--- config.mk ---
export PLATFORM = sky130hd
export DESIGN_NAME = u12_sink
export DESIGN_NICKNAME = d
export VERILOG_FILES = /design/src/rtl/u12_pkg.sv /design/src/rtl/u12_sink_fifo.sv /design/src/rtl/u12_sink.sv
export SDC_FILE = /design/constraint.sdc
export NUM_CORES = 1
export LEC_CHECK = 0
export BUFFER_PORTS_ARGS = -buffer_cell sky130_fd_sc_hd__buf_2
export CORE_ASPECT_RATIO = 1.75
export CORE_MARGIN = 3
export CORE_UTILIZATION = 50
export CTS_CLUSTER_SIZE = 28
export DETAILED_ROUTE_END_ITERATION = 8
export PLACE_DENSITY = 0.72
export SYNTH_ARGS = -nofsm -noshare
export SYNTH_HDL_FRONTEND = slang
export SYNTH_HIERARCHICAL = 1
export SYNTH_SLANG_ARGS = --single-unit
--- constraint.sdc ---
create_clock -name clk -period 4.84 [get_ports clk]
set_input_delay 0.484 -clock clk [delete_from_list [all_inputs] [get_ports clk]]
set_output_delay 0.484 -clock clk [all_outputs]
set_load 0.05 [all_outputs]
--- src/rtl/u12_pkg.sv ---
// Shared definitions for the U12 uniform-sample stream: float format constants
// and the helpers that validate a sample and turn it into an open-interval fixed-point value.
package u12_pkg;

    localparam logic [7:0] FP32_BIAS   = 8'd127;
    localparam int         FP32_MANT_W = 23;
    localparam int         UNIF_W      = 24;

    // A generator sample must lie in [1,2): positive sign, unbiased exponent zero.
    function automatic logic is_u12_fmt(input logic [31:0] data);
        return (data[31] == 1'b0) && (data[30:23] == FP32_BIAS);
    endfunction

    // Dropping the implicit 1.0 and appending a 1 LSB centres each code in its bin,
    // so the result is never 0 and never reaches 1.
    function automatic logic [UNIF_W-1:0] u12_to_fix(input logic [31:0] data);
        return {data[FP32_MANT_W-1:0], 1'b1};
    endfunction

endpackage

--- src/rtl/u12_sink_fifo.sv ---
// Generic synchronous FIFO with a power-of-two depth; the head is read straight
// from registered storage so it stays stable while the consumer stalls.
module u12_sink_fifo #(
    parameter int WIDTH = 24,
    parameter int DEPTH = 4
) (
    input  logic                       clk,
    input  logic                       rst,
    input  logic                       push,
    input  logic [WIDTH-1:0]           push_data,
    input  logic                       pop,
    output logic                       full,
    output logic                       empty,
    output logic [$clog2(DEPTH):0]     count,
    output logic [WIDTH-1:0]           head
);

    localparam int PTR_W = $clog2(DEPTH);
    localparam logic [PTR_W-1:0] PTR_ONE  = PTR_W'(1);
    localparam logic [PTR_W:0]   CNT_ONE  = (PTR_W+1)'(1);
    localparam logic [PTR_W:0]   CNT_FULL = (PTR_W+1)'(DEPTH);

    logic [WIDTH-1:0] mem_q [DEPTH];
    logic [WIDTH-1:0] mem_d [DEPTH];
    logic [PTR_W-1:0] wr_ptr_q, wr_ptr_d;
    logic [PTR_W-1:0] rd_ptr_q, rd_ptr_d;
    logic [PTR_W:0]   count_q, count_d;
    logic             do_push;
    logic             do_pop;

    assign full    = (count_q == CNT_FULL);
    assign empty   = (count_q == '0);
    assign do_push = push && !full;
    assign do_pop  = pop && !empty;

    always_comb begin
        mem_d    = mem_q;
        wr_ptr_d = wr_ptr_q;
        rd_ptr_d = rd_ptr_q;
        count_d  = count_q;
        if (do_push) begin
            mem_d[wr_ptr_q] = push_data;
            wr_ptr_d        = wr_ptr_q + PTR_ONE;
        end
        if (do_pop) begin
            rd_ptr_d = rd_ptr_q + PTR_ONE;
        end
        unique case ({do_push, do_pop})
            2'b10:   count_d = count_q + CNT_ONE;
            2'b01:   count_d = count_q - CNT_ONE;
            default: count_d = count_q;
        endcase
    end

    always_ff @(posedge clk) begin
        if (rst) begin
            wr_ptr_q <= '0;
            rd_ptr_q <= '0;
            count_q  <= '0;
            for (int i = 0; i < DEPTH; i++) begin
                mem_q[i] <= '0;
            end
        end else begin
            wr_ptr_q <= wr_ptr_d;
            rd_ptr_q <= rd_ptr_d;
            count_q  <= count_d;
            mem_q    <= mem_d;
        end
    end

    assign count = count_q;
    assign head  = mem_q[rd_ptr_q];

endmodule

--- src/rtl/u12_sink.sv ---
// Consumer end of the U12 stream: validates float samples, converts good ones to
// 24-bit (0,1) fixed point through a small FIFO, and counts accepted and malformed samples.
module u12_sink
    import u12_pkg::*;
#(
    parameter int DEPTH = 4,
    parameter int ERR_W = 16,
    parameter int CNT_W = 32
) (
    input  logic              clk,
    input  logic              rst,
    input  logic              in_valid,
    input  logic [31:0]       in_data,
    output logic              in_ready,
    output logic              out_valid,
    output logic [UNIF_W-1:0] out_data,
    input  logic              out_ready,
    output logic [ERR_W-1:0]  err_cnt,
    output logic [CNT_W-1:0]  sample_cnt
);

    localparam int CW = $clog2(DEPTH) + 1;
    localparam logic [CW-1:0]    CNT_FULL = CW'(DEPTH);
    localparam logic [ERR_W-1:0] ERR_ONE  = ERR_W'(1);
    localparam logic [CNT_W-1:0] SMP_ONE  = CNT_W'(1);

    logic             good;
    logic             accept;
    logic             fifo_full;
    logic             fifo_empty;
    logic [CW-1:0]    fifo_count;
    logic [ERR_W-1:0] err_cnt_q, err_cnt_d;
    logic [CNT_W-1:0] sample_cnt_q, sample_cnt_d;

    assign good      = is_u12_fmt(in_data);
    assign in_ready  = (fifo_count != CNT_FULL);
    assign out_valid = (fifo_count != '0);
    assign accept    = in_valid && !fifo_full;

    u12_sink_fifo #(
        .WIDTH (UNIF_W),
        .DEPTH (DEPTH)
    ) u_fifo (
        .clk       (clk),
        .rst       (rst),
        .push      (accept && good),
        .push_data (u12_to_fix(in_data)),
        .pop       (out_ready && !fifo_empty),
        .full      (fifo_full),
        .empty     (fifo_empty),
        .count     (fifo_count),
        .head      (out_data)
    );

    // Malformed samples still complete the handshake; they are only counted.
    always_comb begin
        err_cnt_d    = err_cnt_q;
        sample_cnt_d = sample_cnt_q;
        if (accept) begin
            if (good) begin
                sample_cnt_d = sample_cnt_q + SMP_ONE;
            end else if (err_cnt_q != '1) begin
                err_cnt_d = err_cnt_q + ERR_ONE;
            end
        end
    end

    always_ff @(posedge clk) begin
        if (rst) begin
            err_cnt_q    <= '0;
            sample_cnt_q <= '0;
        end else begin
            err_cnt_q    <= err_cnt_d;
            sample_cnt_q <= sample_cnt_d;
        end
    end

    assign err_cnt    = err_cnt_q;
    assign sample_cnt = sample_cnt_q;

endmodule

==> metrics.txt <==
post-synth top area cell dfxtp_1; clock latency on the worst-skew pair 0.42 ns; Slew headroom 0.339; grt ovf 0; outcome completed; FF-to-FF path depth 6; Chip Width 96.7 µm; cells after synthesis between 700 and 800; WHS Path Cells 3; global-route wire length before repair ~27000 µm; Root Driver clkbuf_16; IO buf count between 100 and 150; Critical Path End Type register; Yosys reg bits 151; setup bufs post-CTS 0; final setup TNS 0 ns; Antenna diodes 0; Post-Syn Area 7200 µm²; die area around 16000 µm²; Routed WL per cell 16.2 µm; placed cells 956; DP HPWL 11000 µm; maxcap violations 0; # clock sinks 151; area fraction of the dominant cell type after synthesis 0.420; leakage 0.00356 µW; share of cells above drive strength 1 0.222; HP Start in_data[19]; CP Max Fanout 24; Crit Path Class register to register; CP required 5.14 ns; library cells used by synthesis 50; Seq/Total Area, Yosys 0.420; mean post-synth cell area 10.1 µm²; Fmax about 0.30 GHz; crit path time final between 3 and 4 ns; main area contributors after synthesis dfxtp_1, mux2i_1, nand2b_1, mux4_2, nor2_1; synth-to-layout area growth 15.8%; total wire length 16000 µm; CTS tree yes; Iter 0 DRT Violations 168; worst vdd rail ir drop 0.206 mV; startpoint types register; I/O pins 110; Hold Path Class input pin to register; RSZ-0062 raised after global routing false; Cell Pwr Density around 310 nW/µm²; DR pass1 iterations 4; GRT Resource Usage Total 0.207; cell row count 57; top_reg_cell synth dfxtp_1; number of global-route vias before repair 5612; FILL cells 1248; die height 165 µm; initial antenna violation count 0; core area 14000 µm²; pin count of the biggest net entering global routing 122; vias per std cell approximately 5.6; H-tree lvl count 4; # DRC 0; ys async rst share 0; net count after synthesis 755; Initial Util 0.515; post-CTS sizing 0; Antenna Nets Post-Route 0; WP data arrival 3.67 ns; Ys Warns 6; Setup violations, final 0; Hold Path End u_fifo/mem_q[92]; fin cells roughly 990; Nets around 840; most frequent cells after synthesis dfxtp_1, nand2b_1, mux2i_1; worst slew pin tran 0.991 ns; Pwr Total 2600 µW; Clock Skew between 0.01 and 0.015 ns; Num CTS Buffers 17; top-count cell post-synth dfxtp_1; reg2reg end u_fifo/mem_q[10]; Placer Congestion 0.829; r2r setup slk 1.48 ns; fin crit share 0.695; vias 5504; clk slew on worst S/H paths 0.06 ns; Slew Limit Fails 0; hold buffer count at CTS 0; Max clock buf depth 2; Post-synth EDFFs 0; Final Hold Fails 0; r2r startpoint u_fifo/count[0]
==> where the power goes <==
part,total (µW),switching (µW),internal [µW]
logic,83.5,47.9,35.7
clock network,1270,550,720
registers,1250,3.08,1240
total,2600,601,2000
==> per-layer routing <==
layer | GRT usage | vias to the layer above | wire [µm]
li1 | - | 2682 | -
met1 | 0.235 | 2664 | 6240
met2 | 0.383 | 143 | 8850
met3 | 0.0444 | 15 | 677
met4 | 0.0677 | 0 | 225
met5 | 0 | - | 0
==> logic make-up (layout without fill, tap and decap cells) <==
logic type | count (synthesis) | count (layout) | synth area share
AOI/OAI and AO/OA | 50 | 50 | 0.0434
xor gates and xnor gates | 29 | 29 | 0.0353
adders and majority gates | 8 | 8 | 0.0149
buffers and inverters | 55 | 155 | 0.0367
DFF | 151 | 151 | 0.420
muxes | 125 | 125 | 0.216
other | 1 | 1 | 0.000521
and+or+nand+nor | 292 | 292 | 0.233
==> registers in the layout, summed over array words and instances, names as in the netlist <==
register,flops
u_fifo/mem_q,96
sample_cnt,32
err_cnt,16
u_fifo/count,3
u_fifo/rd_ptr_q,2
u_fifo/wr_ptr_q,2
==> layout by cell type (no fill, tap or decap), types with 16 or more instances in the layout <==
master / instances
dfxtp_1: 150
mux2i_1: 98
nand3_1: 21
buf_2: 108
mux4_2: 24
or3_1: 16
nand2b_1: 122
xnor2_1: 16
nand2_1: 18
nor2_1: 47
clkbuf_16: 17
==> metrics by stage <==
step | utilization | worst slack (ns) | area [µm²] | hold slack (ns)
6_report | 0.596 | 1.48 | 8340 | 0.412
4_1_cts | 0.596 | 1.39 | 8340 | 0.399
3_5_place_dp | 0.556 | 1.25 | 7770 | 0.466
5_1_grt | 0.596 | 1.08 | 8340 | 0.414
2_1_floorplan | - | 1.77 | 7200 | 0.445
3_3_place_gp | 0.556 | 1.43 | 7770 | 0.455
==> critical path, cell delays in order, from the launching register on <==
cell	delay, ns
dfxtp_1	0.44
or3b_1	0.36
inv_1	0.11
nand2b_1	0.31
nor2_1	0.65
nand3_2	0.89
mux2i_1	0.47
==> how the worst max path moves through the flow <==
stage | startpoint | to | slack, ns
floorplan | u_fifo/count[2] | u_fifo/count[2] | 1.77
global placement | in_data[31] | u_fifo/mem_q[74] | 1.43
detailed placement | in_data[31] | u_fifo/mem_q[75] | 1.25
CTS | u_fifo/count[0] | u_fifo/mem_q[10] | 1.39
global route | u_fifo/count[0] | u_fifo/mem_q[10] | 1.08
finish | u_fifo/count[0] | u_fifo/mem_q[10] | 1.48
==> area by class of cell <==
cell class	instances	area, µm²	share of cell area
clock buffer	18	429	0.0515
inverter	11	41.3	0.00495
multi-input combinational	505	3910	0.469
tap	177	221	0.0266
sequential	151	3020	0.363
timing repair buffer	112	571	0.0684
clock inverter	14	139	0.0167
Note: power is estimated with default switching activity, not from simulation.
